### src/rtl/dot_accumulator.sv
// dot_accumulator
//   Sums a stream of ALU products into one dot-product element and hands the
//   result to writeback. One dot product runs at a time.
//
//   clock      rising-edge clock
//   reset_n    asynchronous active-low reset
//   start      begin a new dot product (accepted only while idle)
//   len        number of products to sum, sampled with an accepted start
//   in_valid   in_data holds a product
//   in_data    ALU product (two's complement)
//   in_ready   block accepts in_data this cycle
//   out_valid  result/ovf valid
//   out_ready  writeback consumes the result
//   result     accumulated sum (wraps at DATA_W bits)
//   ovf        sticky signed overflow for the current dot product
//   busy       a dot product is in progress or waiting to be consumed
module dot_accumulator #(
  parameter int DATA_W = 16,
  parameter int LEN_W  = 8
) (
  input  logic              clock,
  input  logic              reset_n,
  input  logic              start,
  input  logic [LEN_W-1:0]  len,
  input  logic              in_valid,
  input  logic [DATA_W-1:0] in_data,
  output logic              in_ready,
  output logic              out_valid,
  input  logic              out_ready,
  output logic [DATA_W-1:0] result,
  output logic              ovf,
  output logic              busy
);

  typedef enum logic [1:0] {
    IDLE  = 2'd0,
    ACCUM = 2'd1,
    DONE  = 2'd2
  } state_t;

  state_t            state;
  state_t            state_nxt;
  logic [DATA_W-1:0] acc;
  logic [DATA_W-1:0] sum;
  logic [LEN_W-1:0]  count;
  logic              ovf_q;
  logic              accept;
  logic              add_ovf;

  assign accept  = (state == ACCUM) && in_valid;
  assign sum     = acc + in_data;
  // Signed overflow: operands agree in sign but the wrapped sum does not.
  assign add_ovf = (acc[DATA_W-1] == in_data[DATA_W-1]) &&
                   (sum[DATA_W-1] != acc[DATA_W-1]);

  always_ff @(posedge clock or negedge reset_n) begin
    if (!reset_n) state <= IDLE;
    else          state <= state_nxt;
  end

  always_comb begin
    state_nxt = state;
    case (state)
      IDLE: begin
        if (start) state_nxt = (len != '0) ? ACCUM : DONE;
      end
      ACCUM: begin
        if (accept && (count == LEN_W'(1))) state_nxt = DONE;
      end
      DONE: begin
        if (out_ready) state_nxt = IDLE;
      end
      default: state_nxt = IDLE;
    endcase
  end

  always_ff @(posedge clock or negedge reset_n) begin
    if (!reset_n) begin
      acc   <= '0;
      ovf_q <= 1'b0;
      count <= '0;
    end else begin
      case (state)
        IDLE: begin
          if (start) begin
            acc   <= '0;
            ovf_q <= 1'b0;
            count <= len;
          end
        end
        ACCUM: begin
          if (accept) begin
            acc   <= sum;
            ovf_q <= ovf_q | add_ovf;
            count <= count - LEN_W'(1);
          end
        end
        default: ;
      endcase
    end
  end

  // All outputs come straight from flops, so the result stays stable while
  // the writeback stage stalls.
  assign in_ready  = (state == ACCUM);
  assign out_valid = (state == DONE);
  assign busy      = (state != IDLE);
  assign result    = acc;
  assign ovf       = ovf_q;

endmodule
### config.mk
export PLATFORM = sky130hd
export DESIGN_NAME = dot_accumulator
export DESIGN_NICKNAME = d
export VERILOG_FILES = /design/src/rtl/dot_accumulator.sv
export SDC_FILE = /design/constraint.sdc
export NUM_CORES = 1
export LEC_CHECK = 0
export ABC_CLOCK_PERIOD_IN_PS = 2200
export BUFFER_PORTS_ARGS = -buffer_cell sky130_fd_sc_hd__buf_2
export CAP_MARGIN = 20
export CORE_MARGIN = 8
export CORE_UTILIZATION = 50
export CTS_BUF_LIST = sky130_fd_sc_hd__clkbuf_8
export CTS_CLUSTER_SIZE = 20
export DETAILED_ROUTE_END_ITERATION = 16
export HOLD_SLACK_MARGIN = 0.03
export PLACE_DENSITY = 0.89
export SETUP_SLACK_MARGIN = 0.15
export SLEW_MARGIN = 0
export SYNTH_ARGS = -nofsm -noshare
export SYNTH_HDL_FRONTEND = slang
export SYNTH_SLANG_ARGS = --single-unit
### constraint.sdc
create_clock -name clock -period 2.2 [get_ports clock]
set_input_delay 0.22 -clock clock [delete_from_list [all_inputs] [get_ports clock]]
set_output_delay 0.22 -clock clock [all_outputs]
set_load 0.01 [all_outputs]
==> summary.md, run 1 <==
| Metric | Value |
|---|---|
| Outcome | `complete, no violations` |
| RR Startpoint | `result[1]` |
| WP data arrival | `between 2 and 2.5 ns` |
| CTS sink count | `27` |
| Hold path cells | `3` |
| CTS H-Tree Depth | `1` |
| Crit-path slowest cell | `dfrtp_2` |
| Post-DRT Antenna Nets | `0` |
| FF+latch count, synth | `27` |
| Maximum VDD drop | `around 0.77 mV` |
| Post-synth EDFFs | `0` |
| Worst setup margin | `0.0652 ns` |
| Adder-Cell Fraction of Synth Area | `about an eighth` |
| Seq/Total Area, Yosys | `34.0%` |
| Synth Area in Compound Gates | `a little under 30%` |
| R2R Setup Slk | `0.07 ns` |
| DP HPWL | `3.98 mm` |
| Mapped cell area | `1990 µm²` |
| Layout overhead on the synthesized area | `33.4%` |
| FFs w/ async S/R, synth | `100%` |
| Yosys warns | `0` |
| Class of the worst hold path | `input pin to register` |
| Number of global-route vias before repair | `2021` |
| Global-route wire length before repair | `9.00 mm` |
| Req. time, crit path | `2.39 ns` |
| Top FF cell, synth | `dfrtp_1` |
| Slew @ Worst Pin | `0.623 ns` |
| Initial Utilization | `50.8%` |
| Dpl ws | `0.0360 ns` |
| Die Ht | `roughly 80 µm` |
| Diode count | `0` |
| PortBufs | `48` |
| Critical R2R Capture | `result[15]` |
| Synth Net Count | `274` |
| Max Fanout on Critical Path | `4` |
| Final std cell area, no fill | `2650 µm²` |
| Simple-Gate Fraction of Synth Area | `15.7%` |
| Critical path startpoint | `result[1]` |
| Worst Skew | `0.0112 ns` |
| Die area | `6250 µm²` |
| Relative slew slack | `58.5%` |
| Nets | `343` |
| Area after DPL | `2350 µm²` |
| Routed wire length | `5.46 mm` |
| Fin. Hold Viols | `0` |
| Clk slew on worst S/H paths | `0.10 ns` |
| Leak | `0.00121 µW` |
| DRT iter0 DRCs | `89` |
| Total gr overflow | `0` |
| Wire length per cell | `15.8 µm` |
| Routed vias/inst | `slightly below 6` |
| Total Routing Usage GR | `17.2%` |
| Mean Syn Cell Area | `between 8 and 9 µm²` |
| Die X | `79.1 µm` |
| CTS tree | `built` |
| Synth cell types | `48` |
| Final period util | `97.0%` |
| Pwr Density | `around 1400 nW/µm²` |
| Pin count of the biggest net entering global routing | `28` |
| Layout cells sized above 1 | `35.6%` |
| RSZ-0062 raised after global routing | `yes` |
| Crit path time final | `2.13 ns` |
| Setup crit end | `result[15]` |
| Largest family of logic cells by synthesized area | `compound AO/OA/AOI/OAI gates` |
| CP Launch Type | `register` |
| Detailed Routing Iterations Pass 1 | `4` |
| Max incr delay on CP | `0.46 ns` |
| Setup violations, final | `0` |
| WS Path Type | `register to register` |
| Post-synthesis cell count | `227` |
| CORE AREA | `3910 µm²` |
| Cell Chain, Critical Path | `ha_4, a211oi_4, nor3_4, o2111ai_2, nand3_2, mux2_4, a221o_1` |
| Post-synthesis mux area share | `less than 1%` |
| Slew Limit Fails | `0` |
| Antenna violations before repair | `0` |
| TritonCTS Buffers | `3` |
| Clock root buffer master | `clkbuf_8` |
| # IOs | `49` |
| Crit path capture type | `register` |
| MaxCap Viol Count | `0` |
| FF-to-FF path depth | `7` |
| Residual DRC | `0` |
| Rows | `23` |
| FMAX | `around 470 MHz` |
| Post-Synth XOR/XNOR Area | `under 10%` |
| Clock Path Buffers | `2` |
| Vias | `1992` |
| GP Congestion | `around 0.88` |
| Worst skew pair latency | `roughly 0.29 ns` |
cell usage after synthesis, types with 3 or more instances:
| cell | instances | share of area, % |
|---|---|---|
| a21o_1 | 3 | 1.1 |
| a211oi_1 | 4 | 1.5 |
| xor2_1 | 3 | 1.3 |
| nand3_1 | 3 | 0.75 |
| inv_1 | 9 | 1.7 |
| nor4_1 | 3 | 0.94 |
| nor3_1 | 5 | 1.3 |
| a21oi_1 | 18 | 4.5 |
| xnor2_1 | 8 | 3.5 |
| nand2_1 | 28 | 5.3 |
| ha_1 | 17 | 11 |
| buf_2 | 3 | 0.75 |
| o211ai_1 | 4 | 1.5 |
| o21ai_0 | 25 | 6.3 |
| nor2_1 | 17 | 3.2 |
| a22oi_1 | 3 | 1.1 |
| o21ai_1 | 6 | 1.5 |
| dfrtp_1 | 27 | 34 |
| o21bai_1 | 5 | 1.9 |
| clkbuf_1 | 3 | 0.57 |
layout by cell type (no fill, tap or decap), drive strengths merged, types with 3 or more instances in the layout:
| cell type | instances |
|---|---|
| o21ai | 31 |
| a22oi | 3 |
| nand2 | 28 |
| nor2 | 17 |
| buf | 69 |
| o21bai | 5 |
| a21oi | 19 |
| nor3 | 6 |
| inv | 10 |
| xor2 | 3 |
| nor4 | 3 |
| a211oi | 5 |
| ha | 17 |
| nand3 | 4 |
| dfrtp | 27 |
| a21o | 5 |
| clkbuf | 3 |
| xnor2 | 8 |
| o211ai | 5 |
layout make-up:
cell class	count	area, µm²
Fill cell	332	1260
Sequential cell	27	677
Clock inverter	1	7.51
Clock buffer	3	41.3
Timing Repair Buffer	70	408
Inverter	10	37.5
Multi-Input combinational cell	184	1420
Tap cell	50	62.6
worst max-delay path, delay by kind of cell (launching register included):
family                     cells  cell delay (ns)
DFF                            1             0.46
muxes                          1             0.31
adders and majority gates      1             0.24
and+or+nand+nor                2             0.23
AOI/OAI and AO/OA              3             0.78
stage by stage:
step | power [µW] | util (%) | hold WS [ns] | TNS (ns) | std cells
2_1_floorplan | 2390 | - | -0.0756 | 0 | 227
3_3_place_gp | 2910 | 60.1 | 0.267 | 0 | 326
5_1_grt | 4000 | 67.7 | 0.179 | -0.0494 | 345
4_1_cts | 3440 | 63.7 | 0.179 | 0 | 337
3_5_place_dp | 2980 | 60.1 | 0.274 | 0 | 326
6_report | 3670 | 67.7 | 0.183 | 0 | 345
layer usage:
| metal | part of all wire [%] | routed length [µm] | GRT usage, % |
|---|---|---|---|
| met1 | 42 | 2310 | 20.0 |
| met2 | 49 | 2680 | 29.7 |
| met3 | 6.8 | 374 | 5.30 |
| met4 | 1.8 | 96 | 5.19 |
| met5 | 0 | 0 | 0 |
repair_timing:
| item | in CTS | in global routing |
|---|---|---|
| resized for setup | 8 | 15 |
| hold buffers | 1 | 0 |
| endpoints found under the hold margin | 27 | 0 |
| pin swaps | 9 | 12 |
| endpoints found under the setup margin | 4 | 8 |
| buffers inserted | 6 | 8 |
registers in the layout, summed over array words and instances (netlist names):
| name | count |
|---|---|
| result | 16 |
| count | 8 |
| ovf | 1 |
| state | 2 |
power breakdown:
group | internal, µW | switching, µW | total (µW) | leakage, µW
combinational | 1130 | 1300 | 2430 | 0.000851
sequential | 721 | 219 | 940 | 0.000341
clock | 129 | 173 | 303 | 0.0000217
how the worst min path moves through the flow:
stage	start	endpoint	slack [ns]
finish	len[0]	count[0]	0.18
global placement	reset_n	count[5]	0.27
detailed placement	reset_n	count[5]	0.27
CTS	len[0]	count[0]	0.18
floorplan	reset_n	count[0]	-0.08
global route	len[0]	count[0]	0.18
logic make-up after synthesis:
group	Yosys count
adders and majority gates	18
muxes	1
DFF	27
AOI/OAI and AO/OA	86
buffers and inverters	16
and+or+nand+nor	68
xor gates and xnor gates	11
Note: power is estimated with default switching activity, not from simulation.
==> inputs of run 2 (changes only) <==
--- a/config.mk
+++ b/config.mk
@@ -5,16 +5,17 @@
 export SDC_FILE = /design/constraint.sdc
 export NUM_CORES = 1
 export LEC_CHECK = 0
+export ABC_AREA = 1
 export ABC_CLOCK_PERIOD_IN_PS = 2200
 export BUFFER_PORTS_ARGS = -buffer_cell sky130_fd_sc_hd__buf_2
 export CAP_MARGIN = 20
 export CORE_MARGIN = 8
-export CORE_UTILIZATION = 50
+export CORE_UTILIZATION = 45
 export CTS_BUF_LIST = sky130_fd_sc_hd__clkbuf_8
 export CTS_CLUSTER_SIZE = 20
 export DETAILED_ROUTE_END_ITERATION = 16
 export HOLD_SLACK_MARGIN = 0.03
-export PLACE_DENSITY = 0.89
+export PLACE_DENSITY = 0.81
 export SETUP_SLACK_MARGIN = 0.15
 export SLEW_MARGIN = 0
 export SYNTH_ARGS = -nofsm -noshare
==> summary.md, run 2 <==
| Metric | Value |
|---|---|
| WS Path Type | `register to register` |
| Wire length per cell | `12.6 µm` |
| PortBufs | `48` |
| Total Routing Usage GR | `14.3%` |
| TritonCTS Buffers | `3` |
| Crit-path slowest cell | `fa_1` |
| Max reg flops | `16` |
| MaxCap Viol Count | `0` |
| FF+latch count, synth | `27` |
| Initial Utilization | `46.0%` |
| Clock root buffer master | `clkbuf_8` |
| Adder-Cell Fraction of Synth Area | `10.9%` |
| Routed wire length | `a little over 5 mm` |
| # IOs | `49` |
| Yosys warns | `0` |
| Most frequent cells in the layout | `nand2_1 (95), buf_2 (48), inv_1 (29), dfrtp_1 (27), nor2_1 (26)` |
| Slew @ Worst Pin | `0.624 ns` |
| Die Ht | `about 85 µm` |
| Largest family of logic cells by synthesized area | `simple AND/OR/NAND/NOR gates` |
| Antenna violations before repair | `0` |
| CTS tree | `built` |
| Cts hold-fix bufs | `1` |
| Postcts setup bufs | `0` |
| Cell Chain, Critical Path | `ha_1, fa_1, nand3_1, nand2_2, nand2_1, nand2_2, a21oi_1, nand2_1, nand3_1, nand2_1` |
| Fin. Hold Viols | `0` |
| FMAX | `547 MHz` |
| Die area | `7220 µm²` |
| Rows | `25` |
| Total power | `roughly 3200 µW` |
| Finished Layout Cells | `408` |
| Pin count of the biggest net entering global routing | `28` |
| Mean Syn Cell Area | `7.02 µm²` |
| Worst setup margin | `between 0.3 and 0.4 ns` |
| GP Congestion | `approximately 0.86` |
| Max incr delay on CP | `roughly 0.42 ns` |
| Placed insts | `403` |
| Max Fanout on Critical Path | `5` |
| Number of global-route vias before repair | `2026` |
| Dpl ws | `0.385 ns` |
| Simple-Gate Fraction of Synth Area | `approximately a third` |
| Commonest non-fill, non-tap cell in the layout | `nand2_1` |
| Crit path capture type | `register` |
| Slew Limit Fails | `0` |
| Diode count | `0` |
| Worst skew pair latency | `a little under 0.3 ns` |
| RSZ-0062 raised after global routing | `no` |
| Total gr overflow | `0` |
| Synth area leaders | `dfrtp_1 (32%), nand2_1 (17%), ha_1 (9.9%), o21ai_0 (5.1%), inv_1 (5.1%)` |
| Setup violations, final | `0` |
| Synth Net Count | `between 300 and 400` |
| Commonest cells in the synthesized netlist | `nand2_1 (95), inv_1 (29), dfrtp_1 (27), nor2_1 (26), o21ai_0 (22)` |
| Relative slew slack | `58.4%` |
| Synth Area in Compound Gates | `15.3%` |
| Most frequent cell after synthesis | `nand2_1` |
| Post-DRT Antenna Nets | `0` |
| Detailed Routing Iterations Pass 1 | `4` |
| Clock Path Buffers | `2` |
| Post-synthesis cell count | `~310` |
| Global-route wire length before repair | `between 8 and 9 mm` |
| Maximum VDD drop | `0.622 mV` |
| Crit path time final | `1.83 ns` |
| Seq/Total Area, Yosys | `31.5%` |
| Post-synth EDFFs | `0` |
| CP Launch Type | `register` |
| CORE AREA | `roughly 4700 µm²` |
| CTS resizes | `0` |
| Post-Synth XOR/XNOR Area | `2.04%` |
| Clk slew on worst S/H paths | `around 0.11 ns` |
| Worst Skew | `0.0128 ns` |
| CTS H-Tree Depth | `1` |
| Layout overhead on the synthesized area | `15.1%` |
| CP most frequent cell | `nand2_1` |
| Layout cells sized above 1 | `19.2%` |
| Outcome | `complete, no violations` |
| Synth top area share | `31.5%` |
| DRT iter0 DRCs | `109` |
| DP HPWL | `4.02 mm` |
| Vias | `2119` |
| CTS sink count | `27` |
| Leak | `0.00135 µW` |
| Worst-case hold slack | `0.214 ns` |
| Mapped cell area | `between 2000 and 2500 µm²` |
| Residual DRC | `0` |
| FFs w/ async S/R, synth | `100%` |
| Die X | `85.0 µm` |
| Class of the worst hold path | `input pin to register` |
| Pwr Density | `1310 nW/µm²` |
| Nets | `between 400 and 500` |
| Top FF cell, synth | `dfrtp_1` |
| Synth cell types | `35` |
| Area leader, netlist | `dfrtp_1` |
| Final period util | `83.1%` |
| Routed vias/inst | `5.19` |
| WP data arrival | `2.02 ns` |
| Req. time, crit path | `2.39 ns` |
| Setup tns final | `0 ns` |
| Post-synthesis mux area share | `0%` |
## run 2: cell types whose count changed in the layout (fill, tap and decap cells not counted), sizes merged, moves of 11 or more
cell / previous run / this run
buf: 69 / 49
inv: 10 / 32
nand2: 28 / 99
nand3: 4 / 20
nor2: 17 / 28
## run 2: worst paths after layout
kind / slack, ns / cells after the start / startpoint / end
worst max-delay path: 0.37 / 10 / result[0] / result[10]
worst min-delay path: 0.21 / 4 / out_ready / state[1]
max in group asynchronous: 1.31 / 2 / reset_n / result[15]
worst min register to register: 0.52 / 2 / result[0] / result[0]
worst max register to register: 0.37 / 10 / result[0] / result[10]
min in group asynchronous: 0.47 / 2 / reset_n / result[5]
## run 2: kinds of logic after synthesis
family	Yosys count
compound gates	60
simple gates	158
xor+xnor	5
fa+ha+maj	18
flops	27
buf+inv	37
## run 2: metal layers
layer / up-vias / global-route usage, % / share of wire, %
met5: - / 0 / 0
met4: 0 / 2.59 / 0.35
met3: 2 / 3.57 / 6.5
met2: 56 / 24.1 / 48
met1: 955 / 18.0 / 45
li1: 1106 / - / -
## run 2: power breakdown
group	switching, µW	internal (µW)
clock	173	128
sequential	176	721
combinational	1270	751
total	1620	1600
## run 2: per-stage QoR
step                      cell area [µm²]  util, %
after floorplan                      2140        -
after global placement               2410     51.7
after detailed placement             2410     51.7
after CTS                            2460     52.9
after global routing                 2460     52.9
final                                2460     52.9
## run 2: final cells by class
type	instances	area, µm²
clock inverter	1	5.00
multi-input combinational	241	1290
timing repair buffer	50	258
tap	54	67.6
inverter	32	123
fill	473	2200
clock buffer	3	41.3
sequential	27	676
## run 2: critical path: cells and delay by family, from the launching register on
family | cells | cell delay (ns)
AO/OA/AOI/OAI | 1 | 0.14
adder cells (fa/ha/maj) | 2 | 0.65
flip-flops | 1 | 0.40
AND/OR/NAND/NOR | 7 | 0.56
